`src/rtl/bcd_pkg.sv`:
```
// Shared types and helpers for the digit-serial packed-BCD adder/subtractor.
package bcd_pkg;

    typedef logic [3:0] bcd_digit_t;

    typedef enum logic [1:0] {
        IDLE,
        RUN,
        DONE
    } bcd_seq_state_t;

    localparam bcd_digit_t BCD_MAX = 4'd9;

    // Digit-wise nines complement; adding it plus an initial carry of 1 subtracts.
    function automatic bcd_digit_t bcd_nines(input bcd_digit_t d);
        return BCD_MAX - d;
    endfunction

    function automatic logic bcd_bad(input bcd_digit_t d);
        return d > BCD_MAX;
    endfunction

endpackage

```
`src/rtl/bcd_digit_add.sv`:
```
// One BCD digit add/subtract step: a + (sub ? 9-b : b) + cin with decimal correction.
module bcd_digit_add
    import bcd_pkg::*;
(
    input  bcd_digit_t a,
    input  bcd_digit_t b,
    input  logic       cin,
    input  logic       sub,
    output bcd_digit_t sum,
    output logic       cout
);

    bcd_digit_t bx;
    logic [4:0] s;
    logic [4:0] s_adj;

    always_comb begin
        bx    = sub ? bcd_nines(b) : b;
        s     = {1'b0, a} + {1'b0, bx} + {4'd0, cin};
        s_adj = s + 5'd6;
        if (s > 5'd9) begin
            sum  = s_adj[3:0];
            cout = 1'b1;
        end else begin
            sum  = s[3:0];
            cout = 1'b0;
        end
    end

endmodule

```
`src/rtl/bcd_addsub_seq.sv`:
```
// Multi-digit packed-BCD adder/subtractor processing one digit per clock, LSD first,
// with valid/ready handshakes on both sides and input-digit validation.
module bcd_addsub_seq
    import bcd_pkg::*;
#(
    parameter int DIGITS = 4
) (
    input  logic                  clk,
    input  logic                  rst_n,
    input  logic                  in_valid,
    output logic                  in_ready,
    input  logic                  in_sub,
    input  logic [4*DIGITS-1:0]   in_a,
    input  logic [4*DIGITS-1:0]   in_b,
    output logic                  out_valid,
    input  logic                  out_ready,
    output logic [4*DIGITS-1:0]   out_sum,
    output logic                  out_carry,
    output logic                  out_err
);

    localparam int IW = (DIGITS > 1) ? $clog2(DIGITS) : 1;

    bcd_seq_state_t state, state_nx;

    logic [DIGITS-1:0][3:0] a_q, b_q, sum_q;
    logic                   sub_q, carry_q, err_q;
    logic [IW-1:0]          idx;
    logic                   accept, last, in_err;
    bcd_digit_t             dsum;
    logic                   dcout;

    assign accept = in_valid && (state == IDLE);
    assign last   = (idx == IW'(DIGITS - 1));

    always_comb begin
        in_err = 1'b0;
        for (int i = 0; i < DIGITS; i++) begin
            if (bcd_bad(in_a[4*i +: 4]) || bcd_bad(in_b[4*i +: 4]))
                in_err = 1'b1;
        end
    end

    // Single digit slice, fed from the captured operands at the current index.
    bcd_digit_add u_digit (
        .a    (a_q[idx]),
        .b    (b_q[idx]),
        .cin  (carry_q),
        .sub  (sub_q),
        .sum  (dsum),
        .cout (dcout)
    );

    always_ff @(posedge clk) begin
        if (!rst_n) state <= IDLE;
        else        state <= state_nx;
    end

    always_comb begin
        state_nx = state;
        case (state)
            IDLE:    if (accept)    state_nx = RUN;
            RUN:     if (last)      state_nx = DONE;
            DONE:    if (out_ready) state_nx = IDLE;
            default:                state_nx = IDLE;
        endcase
    end

    always_ff @(posedge clk) begin
        if (!rst_n) begin
            a_q     <= '0;
            b_q     <= '0;
            sum_q   <= '0;
            sub_q   <= 1'b0;
            carry_q <= 1'b0;
            err_q   <= 1'b0;
            idx     <= '0;
        end else begin
            case (state)
                IDLE: if (accept) begin
                    a_q     <= in_a;
                    b_q     <= in_b;
                    sub_q   <= in_sub;
                    carry_q <= in_sub;  // +1 turns nines complement into tens complement
                    err_q   <= in_err;
                    sum_q   <= '0;
                    idx     <= '0;
                end
                RUN: begin
                    sum_q[idx] <= dsum;
                    carry_q    <= dcout;
                    if (!last) idx <= idx + 1'b1;
                end
                default: ;
            endcase
        end
    end

    // An invalid operand still runs the full latency but reports a zeroed result.
    assign in_ready  = (state == IDLE);
    assign out_valid = (state == DONE);
    assign out_sum   = err_q ? '0 : sum_q;
    assign out_carry = carry_q & ~err_q;
    assign out_err   = err_q;

endmodule

```
`config.mk`:
```
export PLATFORM = sky130hd
export DESIGN_NAME = bcd_addsub_seq
export DESIGN_NICKNAME = d
export VERILOG_FILES = /design/src/rtl/bcd_pkg.sv /design/src/rtl/bcd_digit_add.sv /design/src/rtl/bcd_addsub_seq.sv
export SDC_FILE = /design/constraint.sdc
export NUM_CORES = 1
export LEC_CHECK = 0
export ABC_AREA = 1
export CAP_MARGIN = 20
export CORE_ASPECT_RATIO = 1.1
export CORE_UTILIZATION = 50
export CTS_BUF_LIST = sky130_fd_sc_hd__clkbuf_8
export CTS_CLUSTER_DIAMETER = 200
export DETAILED_ROUTE_END_ITERATION = 10
export PLACE_DENSITY = 0.83
export SYNTH_ARGS = -nofsm -noshare
export SYNTH_HDL_FRONTEND = slang
export SYNTH_SLANG_ARGS = --single-unit
```
`constraint.sdc`:
```
create_clock -name clk -period 5.29 [get_ports clk]
set_clock_uncertainty 0.15 [all_clocks]
set_input_delay 1.587 -clock clk [delete_from_list [all_inputs] [get_ports clk]]
set_output_delay 1.587 -clock clk [all_outputs]
set_load 0.05 [all_outputs]
```
==> results by group, run 1 <==
Clock network
  – TritonCTS clock tree: built
  – CTS max path bufs: 2
  – CTS Root Cell: clkbuf_8
  – Clock Latency Late Sink: 310 ps
  – Clock sink count: 55
  – Reg clk slew, reported paths: 90 ps
  – H-tree levels: 2
  – Post-CTS Repair Setup Buffers: 0
  – Count of cells resized by post-cts repair: 0
  – Post-CTS Hold Fix Bufs: 0
  – CTS Buf Count: 5

Floorplanning
  – Height of the die: 79.8 um
  – Row count: 27
  – Die Wd: 72.7 um
  – Starting density of the core: 0.535
  – IO Count: 57
  – Core area: 5130 um^2
  – Die area: 5800 um^2

Timing
  – Unrepaired setup endpoints after global routing: false
  – Max_slew headroom: 0.375
  – Slew Viols, Final: 0
  – Max Clock Freq: 236 MHz
  – Slew @ Worst Pin: 934 ps
  – WHS: 314 ps
  – Setup slack after layout: 1050 ps
  – Fin Setup TNS: 0 ps
  – Final setup fails: 0
  – Part of the cycle the worst path needs: 0.802
  – Fin crit period: 4240 ps
  – Hold Vio Cnt, Final: 0

Synth
  – Mapped Nets: 454
  – Avg Synthesized Cell Area: 6.78 um^2
  – Top cells by area, synth: dfxtp_1, nor2_1, o21ai_0
  – Area share of the largest cell type after synthesis: 0.401
  – Mux contribution to synthesized area: 0
  – Cells after Synth: 405
  – Top FF cell, synth: dfxtp_1
  – Compound-Gate Fraction of Synth Area: 0.175
  – Synth Area in XOR/XNOR: 0.00638
  – Yosys top cell by area: dfxtp_1
  – Async S/R FF share, synth: 0
  – Syn Std Cell Area: 2750 um^2
  – Yosys warns: 0
  – Synth Area in Simple Gates: 0.264
  – Synth Register Bits: 55
  – Distinct cells, synth: 25
  – Largest family of logic cells by synthesized area: simple AND/OR/NAND/NOR gates
  – Adder-Cell Fraction of Synth Area: 0.0601
  – EDFF count, synth: 0
  – Sequential fraction of the synthesis area: 0.401

Cells and area
  – Post-route cell area: 3450 um^2
  – Non-filler cells, final: 523
  – Area grow syn2layout: 25.5%
  – Antenna Diode Count: 0
  – Final nets: 499
  – Fin util: 0.672
  – Share of post-route cells with drive strength above 1: 0.0333

Worst setup path
  – CP max FO: 21
  – CP Capture Type: register
  – CP arrival: 4330 ps
  – Crit path required time: 5380 ps
  – CP Class: reg2reg
  – CP Launch Type: register

Power and ir drop
  – Power density over the cells: 324 nW/um^2
  – Leakage power: 1.45 nW
  – Peak VDD IR: 203 uV
  – Total power: 1.12 mW

Run status
  – Status: completed

Placed design
  – Cell count after placement: 515
  – Post-place setup slack: 1140 ps
  – Gpl congestion: 0.873
  – I/O Buffers: 56
  – Post-DP Area: 3320 um^2
  – HPWL after detailed placement: 4.65 mm

Route
  – First-pass DRT Iterations: 4
  – DR WL/cell: 11.8 um
  – DRT iter0 DRCs: 142
  – Post-Route WL: 6.19 mm
  – Residual DRC count: 0
  – Vias per cell: 5.10
  – Via count: 2669
  – Post-DRT Antenna Nets: 0

GRT
  – Tot GR Track Use: 0.235
  – M1 GR Usage: 0.274
  – GRT busiest layer: met2
  – Met2 Use GR: 0.411
  – Number of global-route vias before repair: 2420
  – Global-route wire length before repair: 10.5 mm
  – Largest net degree at the start of global routing: 39
  – Met3 Track Usage GR: 0.0480
  – GRT Residual Overflow: 0
  – Initial antenna violation count: 0

Min path
  – Hold crit path type: reg2reg

Flow run
  – Max_cap viols: 0
==> kinds of logic (layout without fill, tap and decap cells) <==
group                      count (synthesis)  count (layout)
xor gates and xnor gates                   2               2
adders and majority gates                 12              12
and+or+nand+nor                          181             181
buffers and inverters                     65             111
AOI/OAI and AO/OA                         90              90
DFF                                       55              55
==> power breakdown <==
part / internal (mW) / switching (mW) / total, mW
logic: 0.120 / 0.209 / 0.329
registers: 0.445 / 0.0250 / 0.470
clock network: 0.187 / 0.131 / 0.318
total: 0.752 / 0.365 / 1.12
==> critical path: stages, from the launching register on <==
cell and delay, ps:
dfxtp_1 740, clkinv_1 610, o21ai_0 320, o22ai_1 120
xnor2_1 150, fa_1 440, fa_1 400, inv_1 70
nand2_1 60, nand2_1 130, ha_1 190, inv_1 60
a21oi_1 120, a21oi_1 70, nand2_2 100, nand2_2 90
nand2_2 120, nand3_1 80, a21oi_1 140
==> flip-flops by register name (all words and copies together) (netlist names) <==
register and count:
sum_q 16, sub_q 1, b_q 16, idx 2, carry_q 1, state 2, a_q 16, out_err 1
==> cell usage after synthesis, types with 3 or more instances <==
library cell	n
inv_1	45
nand2_1	62
nand3_1	22
a32oi_1	3
ha_1	10
o21ai_0	47
o22ai_1	3
clkbuf_1	11
buf_2	3
buf_4	3
dfxtp_1	55
nand2_2	6
a21oi_1	32
nor2_1	90
==> per-layer routing <==
layer | wire length [um] | share of wire
met1 | 2690 | 0.43
met2 | 3110 | 0.50
met3 | 268 | 0.043
met4 | 114 | 0.018
met5 | 0 | 0
==> worst paths after layout <==
path	from	endpoint	slack, ps	cells past startpoint
worst max-delay path	idx[0]$_SDFFE_PN0P_	sum_q[14]$_SDFFE_PN0P_	1050	18
worst min-delay path	sum_q[8]$_SDFFE_PN0P_	sum_q[8]$_SDFFE_PN0P_	310	2
worst max register to register	idx[0]$_SDFFE_PN0P_	sum_q[14]$_SDFFE_PN0P_	1050	18
worst min register to register	sum_q[8]$_SDFFE_PN0P_	sum_q[8]$_SDFFE_PN0P_	310	2
==> area by class of cell <==
type	instances	area [um^2]
multi-input combinational	285	1390
clock buffer	5	68.8
inverter	47	176
sequential	55	1100
clock inverter	3	63.8
fill	471	1690
timing repair buffer	56	561
tap	72	90.1
==> cell usage in the layout (no fill, tap or decap), drive strengths merged, types with 2 or more instances in the layout <==
master / n
a32oi: 3
xnor2: 2
nand3: 22
fa: 2
clkbuf: 5
o21ai: 47
inv: 47
nor2: 90
bufinv: 2
a21oi: 33
nand2: 68
dfxtp: 55
o22ai: 3
clkdlybuf4s50: 56
ha: 10
Power figures use the tool's default switching activity.
==> run 2, diff against run 1 <==
==> constraint.sdc (replaced) <==
create_clock -name clk -period 4.1 [get_ports clk]
set_clock_uncertainty 0.15 [all_clocks]
set_input_delay 1.23 -clock clk [delete_from_list [all_inputs] [get_ports clk]]
set_output_delay 1.23 -clock clk [all_outputs]
set_load 0.05 [all_outputs]
==> run 2 against run 1 <==
Sequential power rose by 28%. Count of clock-buffer cells in the layout rose by 1. Clock power fell by 3%. Combinational power rose by 34%. Critical endpoint is now sum_q[15]$_SDFFE_PN0P_. Highest routed layer unchanged.
==> results by group, run 2 (same netlist as run 1, synthesis figures left out) <==
Cells and area
  – Share of post-route cells with drive strength above 1: 0.0439
  – Largest registers: a_q: 16 flops, b_q: 16 flops, sum_q: 16 flops
  – Post-route cell area: 3450 um^2
  – Leading cell types in the layout, fill and taps excluded: nor2_1, nand2_1, clkdlybuf4s50_1
  – FILL cells: 475
  – Commonest non-fill, non-tap cell in the layout: nor2_1
  – Area grow syn2layout: 25.5%
  – Antenna Diode Count: 0
  – Final nets: 504
  – Fin util: 0.672

Min path
  – Hold crit path type: reg2reg

Floorplanning
  – Die Wd: 72.7 um
  – Starting density of the core: 0.535
  – Row count: 27
  – IO Count: 57
  – Core area: 5130 um^2
  – Die area: 5800 um^2
  – Height of the die: 79.8 um

Route
  – Vias per cell: 5.11
  – DR WL/cell: 12.3 um
  – DRT iter0 DRCs: 170
  – Via count: 2698
  – Residual DRC count: 0
  – Post-Route WL: 6.49 mm
  – First-pass DRT Iterations: 6
  – Post-DRT Antenna Nets: 0

Worst setup path
  – Crit path required time: 4130 ps
  – CP arrival: 3570 ps
  – CP max FO: 13
  – CP Capture Type: register
  – CP Launch Type: register
  – CP Class: reg2reg

Power and ir drop
  – Peak VDD IR: 203 uV
  – Sw Pwr: 0.484 mW
  – Total power: 1.35 mW
  – Clock power share: 0.229
  – Power density over the cells: 392 nW/um^2
  – Switching share of total power: 0.358
  – Leakage power: 1.46 nW
  – Sequential power share: 0.444
  – Comb pwr share: 0.327
  – Cell Int Power: 0.869 mW

GRT
  – Largest net degree at the start of global routing: 35
  – Number of global-route vias before repair: 2615
  – Tot GR Track Use: 0.249
  – Global-route wire length before repair: 11.2 mm
  – GRT Residual Overflow: 0
  – Initial antenna violation count: 0

Timing
  – Slew @ Worst Pin: 666 ps
  – Max_slew headroom: 0.555
  – Fin crit period: 3550 ps
  – Final setup fails: 0
  – Fin Setup TNS: 0 ps
  – Setup slack after layout: 554 ps
  – Max Clock Freq: 282 MHz
  – Slew Viols, Final: 0
  – Part of the cycle the worst path needs: 0.865
  – Hold Vio Cnt, Final: 0
  – Unrepaired setup endpoints after global routing: false

Placed design
  – HPWL after detailed placement: 5.01 mm
  – Post-DP Area: 3350 um^2
  – Gpl congestion: 0.858
  – I/O Buffers: 56
  – Post-place setup slack: 642 ps

Flow run
  – Max_cap viols: 0

Clock network
  – CTS Root Cell: clkbuf_8
  – CTS Buf Count: 5
  – Clock sink count: 55
  – H-tree levels: 2
  – CTS max path bufs: 2
  – Reg clk slew, reported paths: 100 ps
  – Post-CTS Hold Fix Bufs: 0
  – TritonCTS clock tree: built
  – Post-CTS Repair Setup Buffers: 0
  – Count of cells resized by post-cts repair: 0
  – Clock Latency Late Sink: 310 ps

Run status
  – Status: completed
## run 2: cell count changes in the layout (fill, tap and decap cells not counted)
| cell | previous run | this run |
|---|---|---|
| clkbuf_8 | 5 | 6 |
| buf_4 | 0 | 5 |
| clkinv_4 | 0 | 1 |
| bufinv_16 | 2 | 0 |
## run 2: stage by stage
step | instances | hold WS, ps
2_1_floorplan | 405 | 274
3_3_place_gp | 520 | 299
3_5_place_dp | 520 | 305
4_1_cts | 528 | 320
5_1_grt | 528 | 340
6_report | 528 | 315
## run 2: worst max-delay path, cell delays in order (launching register included)
cell and delay [ps]:
dfxtp_1 480, inv_1 250, a32oi_1 360, inv_1 140
ha_1 320, nand2_1 70, o21ai_0 90, ha_1 370
nand2_1 110, nand2_1 110, ha_1 210, inv_1 80
a21oi_1 50, a21oi_1 160, nand2_2 100, nand2_2 110
nand2_2 100, nand3_1 90, a21oi_1 70
## run 2: layout make-up
| type | count | area (um^2) | share of cell area |
|---|---|---|---|
| multi-input combinational | 285 | 1390 | 0.402 |
| sequential | 55 | 1100 | 0.319 |
| timing repair buffer | 61 | 598 | 0.173 |
| inverter | 47 | 176 | 0.0512 |
| tap | 72 | 90.1 | 0.0261 |
| clock buffer | 6 | 82.6 | 0.0239 |
| clock inverter | 2 | 12.5 | 0.00363 |
## run 2: worst paths after layout
check / start / end / slack (ps) / cells after the start
worst max-delay path: idx[1]$_SDFFE_PN0P_ / sum_q[15]$_SDFFE_PN0P_ / 550 / 18
worst min-delay path: sum_q[8]$_SDFFE_PN0P_ / sum_q[8]$_SDFFE_PN0P_ / 320 / 2
worst max register to register: idx[1]$_SDFFE_PN0P_ / sum_q[15]$_SDFFE_PN0P_ / 550 / 18
worst min register to register: sum_q[8]$_SDFFE_PN0P_ / sum_q[8]$_SDFFE_PN0P_ / 320 / 2
## run 2: power by group through the flow
| stage | Combinational [mW] | Sequential [mW] | Clock (mW) |
|---|---|---|---|
| global placement | 0.424 | 0.612 | 0 |
| CTS | 0.441 | 0.601 | 0.314 |
| floorplan | 0.313 | 0.605 | 0 |
| global route | 0.499 | 0.606 | 0.338 |
| detailed placement | 0.437 | 0.613 | 0 |
| finish | 0.442 | 0.601 | 0.310 |
## run 2: per-layer routing
metal,part of all wire,GRT usage,wire (um)
met1,0.44,0.288,2870
met2,0.50,0.443,3250
met3,0.038,0.0492,248
met4,0.018,0.106,119
met5,0,0,0
==> run 3, diff against run 2 <==
--- a/config.mk
+++ b/config.mk
@@ -6,13 +6,13 @@
 export NUM_CORES = 1
 export LEC_CHECK = 0
 export ABC_AREA = 1
-export CAP_MARGIN = 20
 export CORE_ASPECT_RATIO = 1.1
-export CORE_UTILIZATION = 50
+export CORE_UTILIZATION = 53
 export CTS_BUF_LIST = sky130_fd_sc_hd__clkbuf_8
 export CTS_CLUSTER_DIAMETER = 200
 export DETAILED_ROUTE_END_ITERATION = 10
-export PLACE_DENSITY = 0.83
+export PLACE_DENSITY = 0.87
+export SLEW_MARGIN = 20
 export SYNTH_ARGS = -nofsm -noshare
 export SYNTH_HDL_FRONTEND = slang
 export SYNTH_SLANG_ARGS = --single-unit
==> run 3 against run 2 <==
The flow now finishes with violations (DRC). Global-route usage rose by 0.79 points. Cell count fell by 2.8%. Sequential power rose by 0.7%. Combinational power down 1%. Routed wire length grew 1.0%. Fmax is 2.0% lower. Critical path type unchanged. Largest cell class unchanged. Largest power group unchanged.
==> results by group, run 3 (same netlist as run 1, synthesis figures left out) <==
Run status
  – Status: complete, but fails checks
  – Violated checks: DRC

Cells and area
  – Commonest non-fill, non-tap cell in the layout: nor2_1
  – FILL cells: 450
  – Share of post-route cells with drive strength above 1: 0.0440
  – Final nets: 504
  – Post-route cell area: 3430 um^2
  – Antenna Diode Count: 0
  – Area grow syn2layout: 24.7%
  – Largest registers: a_q: 16 flops, b_q: 16 flops, sum_q: 16 flops
  – Leading cell types in the layout, fill and taps excluded: nor2_1, nand2_1, clkdlybuf4s50_1

Clock network
  – Reg clk slew, reported paths: 100 ps
  – Clock sink count: 55
  – CTS Buf Count: 5
  – TritonCTS clock tree: built
  – Post-CTS Hold Fix Bufs: 0
  – Clock Latency Late Sink: 310 ps
  – CTS max path bufs: 2
  – Count of cells resized by post-cts repair: 0
  – H-tree levels: 2
  – CTS Root Cell: clkbuf_8
  – Post-CTS Repair Setup Buffers: 0

Floorplanning
  – Row count: 27
  – Die Wd: 70.7 um
  – Core area: 5000 um^2
  – Height of the die: 77.5 um
  – Die area: 5480 um^2
  – Starting density of the core: 0.550
  – IO Count: 57

Timing
  – Final setup fails: 0
  – Slew @ Worst Pin: 646 ps
  – Max_slew headroom: 0.569
  – Part of the cycle the worst path needs: 0.882
  – WHS: 312 ps
  – Fin Setup TNS: 0 ps
  – Max Clock Freq: 277 MHz
  – Fin crit period: 3620 ps
  – Unrepaired setup endpoints after global routing: false
  – Hold Vio Cnt, Final: 0
  – Slew Viols, Final: 0

Route
  – DRT iter0 DRCs: 209
  – Vias per cell: 5.40
  – DR WL/cell: 12.8 um
  – Post-DRT Antenna Nets: 0
  – Residual DRC count: 8
  – First-pass DRT Iterations: 7
  – Post-Route WL: 6.56 mm
  – Via count: 2771

GRT
  – Initial antenna violation count: 0
  – Largest net degree at the start of global routing: 37
  – Tot GR Track Use: 0.257
  – Number of global-route vias before repair: 2652
  – GRT Residual Overflow: 0
  – Global-route wire length before repair: 11.3 mm

Worst setup path
  – CP arrival: 3640 ps
  – CP Launch Type: register
  – Crit path cell chain: buf_4 > nand2_1 > a32oi_1 > inv_1 > ha_1 > nand2_1 > o21ai_0 > ha_1 > inv_1 > nand2_1 > nand2_1 > ha_1 > inv_1 > a21oi_1 > a21oi_1 > nand2_2 > nand2_2 > nand2_2 > nand3_1 > a21oi_1
  – CP Buf/Inv Count: 4
  – Reg-to-reg startpoint: idx[0]$_SDFFE_PN0P_
  – CP Class: reg2reg
  – WP depth: 20
  – Slowest stage delay, CP: 550 ps
  – Setup crit end: sum_q[15]$_SDFFE_PN0P_
  – Crit path required time: 4130 ps
  – Register-to-Register Path Depth: 20
  – Crit Reg-Reg Endpoint: sum_q[15]$_SDFFE_PN0P_
  – Most common cell on crit path: nand2_1
  – Kind of cell adding the most delay to the critical path: adder cells
  – CP Capture Type: register
  – CP max FO: 12
  – Crit path launch: idx[0]$_SDFFE_PN0P_
  – Slowest CP cell: dfxtp_1
  – R2R setup slack: 480 ps

Power and ir drop
  – Power density over the cells: 395 nW/um^2
  – Total power: 1.35 mW
  – Leakage power: 1.45 nW
  – Peak VDD IR: 206 uV

Flow run
  – Max_cap viols: 0

Placed design
  – HPWL after detailed placement: 4.97 mm
  – Post-DP Area: 3340 um^2
  – Gpl congestion: 0.856
  – I/O Buffers: 56

Min path
  – Hold crit path type: reg2reg
[run 3: cell types whose count changed in the layout (fill, tap and decap cells not counted), sizes merged]
cell	previous run	this run
clkinv	2	1
[run 3: per-layer routing]
layer | vias to the layer above | routed length (um) | part of all wire | GRT usage
li1 | 1390 | - | - | -
met3 | 16 | 276 | 0.042 | 0.0494
met4 | 0 | 140 | 0.021 | 0.104
met5 | - | 0 | 0 | 0
met1 | 1275 | 2770 | 0.42 | 0.277
met2 | 90 | 3380 | 0.51 | 0.488
[run 3: report_power, final]
group          internal (mW)  switching [mW]  total, mW
logic                  0.158           0.278      0.436
clock network          0.136           0.175      0.311
registers              0.574          0.0308      0.605
total                  0.868           0.484       1.35
[run 3: tightest hold or removal path: stages, from the launching register on]
cell	delay, ps
dfxtp_1	320
nand2_1	60
a21oi_1	50
[run 3: cell type report]
class / count / area, um^2 / share of cell area
Clock inverter: 1 / 8.76 / 0.00256
Timing Repair Buffer: 61 / 598 / 0.175
Clock buffer: 6 / 82.6 / 0.0241
Sequential cell: 55 / 1100 / 0.321
Multi-Input combinational cell: 285 / 1390 / 0.405
Inverter: 47 / 176 / 0.0515
Tap cell: 58 / 72.6 / 0.0212
[run 3: worst min path at each step]
stage | start | endpoint | slack, ps | cells past startpoint
global placement | sum_q[8]$_SDFFE_PN0P_ | sum_q[8]$_SDFFE_PN0P_ | 300 | 2
floorplan | b_q[2]$_SDFFE_PN0P_ | b_q[2]$_SDFFE_PN0P_ | 270 | 2
detailed placement | sum_q[8]$_SDFFE_PN0P_ | sum_q[8]$_SDFFE_PN0P_ | 300 | 2
global route | sum_q[4]$_SDFFE_PN0P_ | sum_q[4]$_SDFFE_PN0P_ | 340 | 2
CTS | sum_q[8]$_SDFFE_PN0P_ | sum_q[8]$_SDFFE_PN0P_ | 320 | 2
finish | sum_q[8]$_SDFFE_PN0P_ | sum_q[8]$_SDFFE_PN0P_ | 310 | 2
[run 3: stage by stage]
step | utilization | std cells | worst slack (ps)
3_3_place_gp | 0.667 | 506 | 732
3_5_place_dp | 0.667 | 506 | 609
5_1_grt | 0.685 | 513 | 211
2_1_floorplan | - | 405 | 932
4_1_cts | 0.685 | 513 | 510
6_report | 0.685 | 513 | 484
==> patch 1 (config.mk and constraints of run 3) <==
Change the parameter `DIGITS` from 4 to 8.
--- a/src/rtl/bcd_addsub_seq.sv
+++ b/src/rtl/bcd_addsub_seq.sv
@@ -4,5 +4,5 @@
     import bcd_pkg::*;
 #(
-    parameter int DIGITS = 4
+    parameter int DIGITS = 8
 ) (
     input  logic                  clk,
Ports: changed (resized in_a, in_b and out_sum); port bits go from 57 to 105. The function was not compared with the original's and may differ.
==> patch 1 against run 3 <==
- non-clock buffer count increased by 49
- clock power up 110%
- die area is 79% higher
- global-route usage increased by 1.2 points
- worst setup slack lost 0.21 ns
- total power up 77%
- sequential cell count grew 49
- hold slack improved by 0.0064 ns
- wire length up 94%
- synthesized area rose by 81%
- design area up 82%
- via count is 76% higher
- largest cell class unchanged
==> patch 1: results (changes against run 3) <==
| Metric | Value |
|---|---|
| Status | `complete, no violations (was finished with violations)` |
| DRT Pass-1 Iters | `5 (was 7)` |
| Critical Path Fanout Max | `11 (was 12)` |
| Share of cells above drive strength 1 | `0.0852 (was 0.0440)` |
| Worst setup startpoint | `idx[2] (was idx[0])` |
| Measured slew at the worst slew-check pin | `0.521 ns (was 0.646 ns)` |
| Routed via count | `4,879 (was 2,771)` |
| Clock transition at path regs | `0.09 ns` |
| Vias in the first global route | `4,575 (was 2,652)` |
| Top-count cell post-synth | `nor2_1 (unchanged)` |
| Most frequent cells after synthesis | `nor2_1 (148), dfxtp_1 (104), nand2_1 (83), o21ai_0 (73), inv_1 (60) (was nor2_1 (90), nand2_1 (62), dfxtp_1 (55), o21ai_0 (47), inv_1 (45))` |
| Detailed placement HPWL | `9.71 mm (was 4.97 mm)` |
| DRT met1 WL | `5.17 mm (was 2.77 mm)` |
| Ys Warns | `0 (unchanged)` |
| Top flop regs | `a_q (32), b_q (32), sum_q (32) (was a_q (16), b_q (16), sum_q (16))` |
| H-tree lvl count | `3 (was 2)` |
| Per-cell routed wire length | `14.1 um (was 12.8 um)` |
| Met2 routed WL | `6.45 mm (was 3.38 mm)` |
| Largest net degree at the start of global routing | `66 (was 37)` |
| Clock latency on the worst-skew pair | `0.37 ns (was 0.31 ns)` |
| RR Endpoint | `sum_q[10] (was sum_q[15])` |
| Postcts setup bufs | `0 (unchanged)` |
| Root buffer cell | `clkbuf_8 (unchanged)` |
| Routed Antenna Nets | `0 (unchanged)` |
| Syn_nets | `773 (was 454)` |
| LEAKAGE | `2.40 nW (was 1.45 nW)` |
| WL met3 | `864 um (was 276 um)` |
| DRT iter0 DRCs | `283 (was 209)` |
| Synth cell types | `38 (was 25)` |
| Worst Path Arrival | `3.98 ns (was 3.64 ns)` |
| PortBufs | `104 (was 56)` |
| Synth area leaders | `dfxtp_1 (42%), nor2_1 (11%), o21ai_0 (7.3%), nand2_1 (6.3%), a21oi_1 (5.2%) (was dfxtp_1 (40%), nor2_1 (12%), o21ai_0 (8.6%), nand2_1 (8.5%), inv_1 (6.1%))` |
| Sequential cell area fraction in the yosys report | `0.418 (was 0.401)` |
| Max rail drop VDD | `0.300 mV (was 0.206 mV)` |
| First-pass GRT wire length | `21.0 mm (was 11.3 mm)` |
| Fillers | `746 (was 450)` |
| WHS Path Cells | `2 (unchanged)` |
| Clock Tree Buf Depth | `2 (unchanged)` |
| Worst Reg-to-Reg Cells | `16 (was 20)` |
| HP Class | `flop to flop (unchanged)` |
| GPL Wtd Cong | `0.944 (was 0.856)` |
| Post-layout net count | `860 (was 504)` |
| R2R setup slack | `0.27 ns (was 0.48 ns)` |
| Gr usage total | `0.269 (was 0.257)` |
| Num CTS Buffers | `9 (was 5)` |
## patch 1: cell count changes in the layout (fill, tap and decap cells not counted), sizes merged, moves of 20 or more
cell,change
inv,+30
o21ai,+44
nor2,+75
dfxtp,+49
a21oi,+20
clkdlybuf4s50,+48
## patch 1: area by class of cell
class | instances | area share
clock inverters | 6 | 0.0126
well taps | 114 | 0.0229
multi-input cells | 482 | 0.388
repair buffers | 110 | 0.174
inverters | 75 | 0.0481
clock buffers | 9 | 0.0199
flip-flops and latches | 104 | 0.334
## patch 1: worst min-delay path by stage
stage	startpoint	to	slack [ns]
floorplan	b_q[23]	b_q[23]	0.27
global placement	sum_q[8]	sum_q[8]	0.30
detailed placement	sum_q[15]	sum_q[15]	0.31
CTS	sum_q[24]	sum_q[24]	0.32
global route	sum_q[29]	sum_q[29]	0.33
finish	sum_q[4]	sum_q[4]	0.32
## patch 1: through the flow
stage / cell area [sq um] / hold WS [ns] / util / instances / worst slack, ns
floorplan: 4980 / 0.275 / - / 695 / 1.01
global placement: 6030 / 0.300 / 0.670 / 885 / 0.586
detailed placement: 6030 / 0.307 / 0.670 / 885 / 0.282
CTS: 6240 / 0.320 / 0.692 / 900 / 0.239
global route: 6240 / 0.334 / 0.693 / 900 / 0.00269
finish: 6240 / 0.319 / 0.693 / 900 / 0.270
## patch 1: logic make-up (layout without fill, tap and decap cells)
| logic type | after synthesis | in the layout | share of synthesized area |
|---|---|---|---|
| fa+ha+maj | 9 | 9 | 0.0256 |
| xor+xnor | 3 | 3 | 0.00679 |
| flops | 104 | 104 | 0.418 |
| simple gates | 304 | 304 | 0.273 |
| compound gates | 166 | 166 | 0.181 |
| buf+inv | 109 | 200 | 0.0953 |
## patch 1: routing by layer
| metal | global-route usage | up-vias |
|---|---|---|
| met5 | 0 | - |
| met4 | 0.0934 | 0 |
| met3 | 0.0536 | 27 |
| met2 | 0.478 | 223 |
| met1 | 0.315 | 2209 |
| li1 | - | 2420 |
## patch 1: what timing repair did
item	4_1_cts	5_1_grt
gates resized for setup	0	2
setup endpoints to repair	0	16
endpoints found under the hold margin	0	0
## patch 1: power by group
group	internal [mW]	switching (mW)	leakage [nW]
registers	1.08	0.0453	0.855
clock network	0.334	0.331	0.109
logic	0.224	0.389	1.44
total	1.63	0.765	2.40
## patch 1: critical path: stages (launching register included)
cell and delay [ns]:
dfxtp_1 0.58, nand3_1 0.41, o22ai_1 0.31, inv_1 0.06, nand4_1 0.19, inv_1 0.07, ha_1 0.27, nand2_1 0.06
o21ai_1 0.06, ha_1 0.38, xnor2_2 0.28, nand2_2 0.12, nand3_2 0.27, nand2_2 0.14, nand2_2 0.18, nand3_1 0.09
a21oi_1 0.13
==> patch 2 (flow settings as in run 3) <==
Without the edit above. Re-encode `bcd_seq_state_t` (3 states) as one-hot, 3 bits wide.
--- a/src/rtl/bcd_pkg.sv
+++ b/src/rtl/bcd_pkg.sv
@@ -4,8 +4,8 @@
     typedef logic [3:0] bcd_digit_t;
 
-    typedef enum logic [1:0] {
-        IDLE,
-        RUN,
-        DONE
+    typedef enum logic [2:0] {
+        IDLE = 3'b001,
+        RUN  = 3'b010,
+        DONE = 3'b100
     } bcd_seq_state_t;
 
Function: no difference found for any inputs over 10 cycles, from zero or initial values and one cycle with rst_n low; not proved beyond that.
==> patch 2 against run 3 <==
- design area increased by 3.5%
- wire length decreased by 1.4%
- die area up 4.4%
- critical endpoint is now sum_q[11]
- synthesized cell count increased by 2.2%
- critical path type unchanged
- synthesized area rose by 4.5%
- largest cell class unchanged
- total power rose by 4.4%
- sequential cell count rose by 1
- cell count up 3.9%
- worst setup slack worse by 0.0077 ns
- via count is 0.36% lower
==> patch 2: results (changes against run 3) <==
| Metric | Value |
|---|---|
| Largest net degree at the start of global routing | `42 (was 37)` |
| Worst Path Arrival | `3.65 ns (was 3.64 ns)` |
| Vias in the first global route | `2,603 (was 2,652)` |
| LEAKAGE | `1.49 nW (was 1.45 nW)` |
| Synth area leaders | `dfxtp_1 (39%), nor2_1 (9.9%), o21ai_0 (8.7%), nand2_1 (7.8%), inv_1 (6.1%) (was dfxtp_1 (40%), nor2_1 (12%), o21ai_0 (8.6%), nand2_1 (8.5%), inv_1 (6.1%))` |
| Sequential cell area fraction in the yosys report | `0.390 (was 0.401)` |
| GPL Wtd Cong | `0.905 (was 0.856)` |
| Post-synthesis adder-cell area fraction | `0.0532 (was 0.0601)` |
| Max rail drop VDD | `0.207 mV (was 0.206 mV)` |
| Compound-Gate Fraction of Synth Area | `0.182 (was 0.175)` |
| Post-layout net count | `510 (was 504)` |
| First-pass GRT wire length | `11.2 mm (was 11.3 mm)` |
| Routed via count | `2,761 (was 2,771)` |
| Synth cell types | `33 (was 25)` |
| Syn_nets | `462 (was 454)` |
| Diode count | `0 (unchanged)` |
| Per-cell routed wire length | `12.1 um (was 12.8 um)` |
| DRT iter0 DRCs | `215 (was 209)` |
| Most frequent cells after synthesis | `nor2_1 (76), nand2_1 (60), dfxtp_1 (56), o21ai_0 (50), inv_1 (47) (was nor2_1 (90), nand2_1 (62), dfxtp_1 (55), o21ai_0 (47), inv_1 (45))` |
| Fillers | `443 (was 450)` |
| Max-slew headroom | `0.580 (was 0.569)` |
| Highest cell delay on the worst timing path | `0.39 ns (was 0.55 ns)` |
| Critical Path Fanout Max | `14 (was 12)` |
| Gr usage total | `0.247 (was 0.257)` |
| Postcts setup bufs | `0 (unchanged)` |
| DRT Pass-1 Iters | `4 (was 7)` |
| Status | `complete, no violations (was finished with violations)` |
| Post-Synth XOR/XNOR Area | `0.00610 (was 0.00638)` |
| Synth top area share | `0.390 (was 0.401)` |
| Share of cells above drive strength 1 | `0.0651 (was 0.0440)` |
-- patch 2: cell types whose count changed after synthesis, sizes merged, moves of 2 or more --
| cell | run 3 | this run |
|---|---|---|
| clkinv | 1 | 4 |
| buf | 7 | 12 |
| nor2 | 90 | 87 |
| o21ai | 47 | 52 |
| o22ai | 3 | 5 |
| nand2 | 68 | 63 |
| clkbuf | 11 | 7 |
| nor3 | 0 | 3 |
| a32oi | 3 | 1 |
| inv | 46 | 49 |
-- patch 2: per-stage QoR --
step / instance area [sq um] / cells / total power, mW / worst slack [ns] / hold slack (ns)
after global routing: 3550 / 533 / 1.50 / 0.209 / 0.336
after detailed placement: 3450 / 527 / 1.07 / 0.528 / 0.304
final: 3550 / 533 / 1.41 / 0.476 / 0.319
after floorplan: 2870 / 414 / 0.949 / 1.00 / 0.289
after CTS: 3550 / 533 / 1.41 / 0.494 / 0.317
after global placement: 3450 / 527 / 1.06 / 0.690 / 0.299
-- patch 2: path summary, 6_finish.rpt --
| kind | from | end | slack, ns | cells after the start |
|---|---|---|---|---|
| hold reg to reg | sum_q[8] | sum_q[8] | 0.32 | 2 |
| setup reg to reg | idx[1] | sum_q[11] | 0.48 | 19 |
| hold / removal | sum_q[8] | sum_q[8] | 0.32 | 2 |
| setup / recovery | idx[1] | sum_q[11] | 0.48 | 19 |
-- patch 2: area by class of cell --
| class | instances | area [sq um] | share of cell area |
|---|---|---|---|
| clock buffers | 5 | 68.8 | 0.0194 |
| clock inverters | 1 | 30.0 | 0.00847 |
| inverters | 53 | 199 | 0.0561 |
| multi-input cells | 286 | 1450 | 0.408 |
| flip-flops and latches | 56 | 1120 | 0.316 |
| well taps | 72 | 90.1 | 0.0254 |
| repair buffers | 60 | 591 | 0.166 |
-- patch 2: power breakdown --
part / internal [mW] / switching (mW)
Clock: 0.176 / 0.168
Sequential: 0.587 / 0.0313
Combinational: 0.161 / 0.289
-- patch 2: worst reg2reg max path, cell delays in order (launching register included) --
cell,delay (ns)
dfxtp_1,0.39
inv_1,0.37
a21oi_1,0.08
a32oi_1,0.37
inv_1,0.09
ha_1,0.28
nand2_1,0.06
o21ai_0,0.10
ha_1,0.37
inv_1,0.07
nand2_1,0.07
nand2_1,0.10
ha_1,0.25
nand2_1,0.07
a21boi_1,0.17
nand2_1,0.11
nand2_2,0.10
nand2_1,0.13
nand3_1,0.11
a21oi_1,0.06
-- patch 2: metal layers --
metal / track usage / share of wire / vias to the layer above
met5: 0 / 0 / -
met2: 0.446 / 0.50 / 81
met4: 0.0882 / 0.017 / 0
met1: 0.293 / 0.43 / 1252
met3: 0.0355 / 0.046 / 10
li1: - / - / 1418
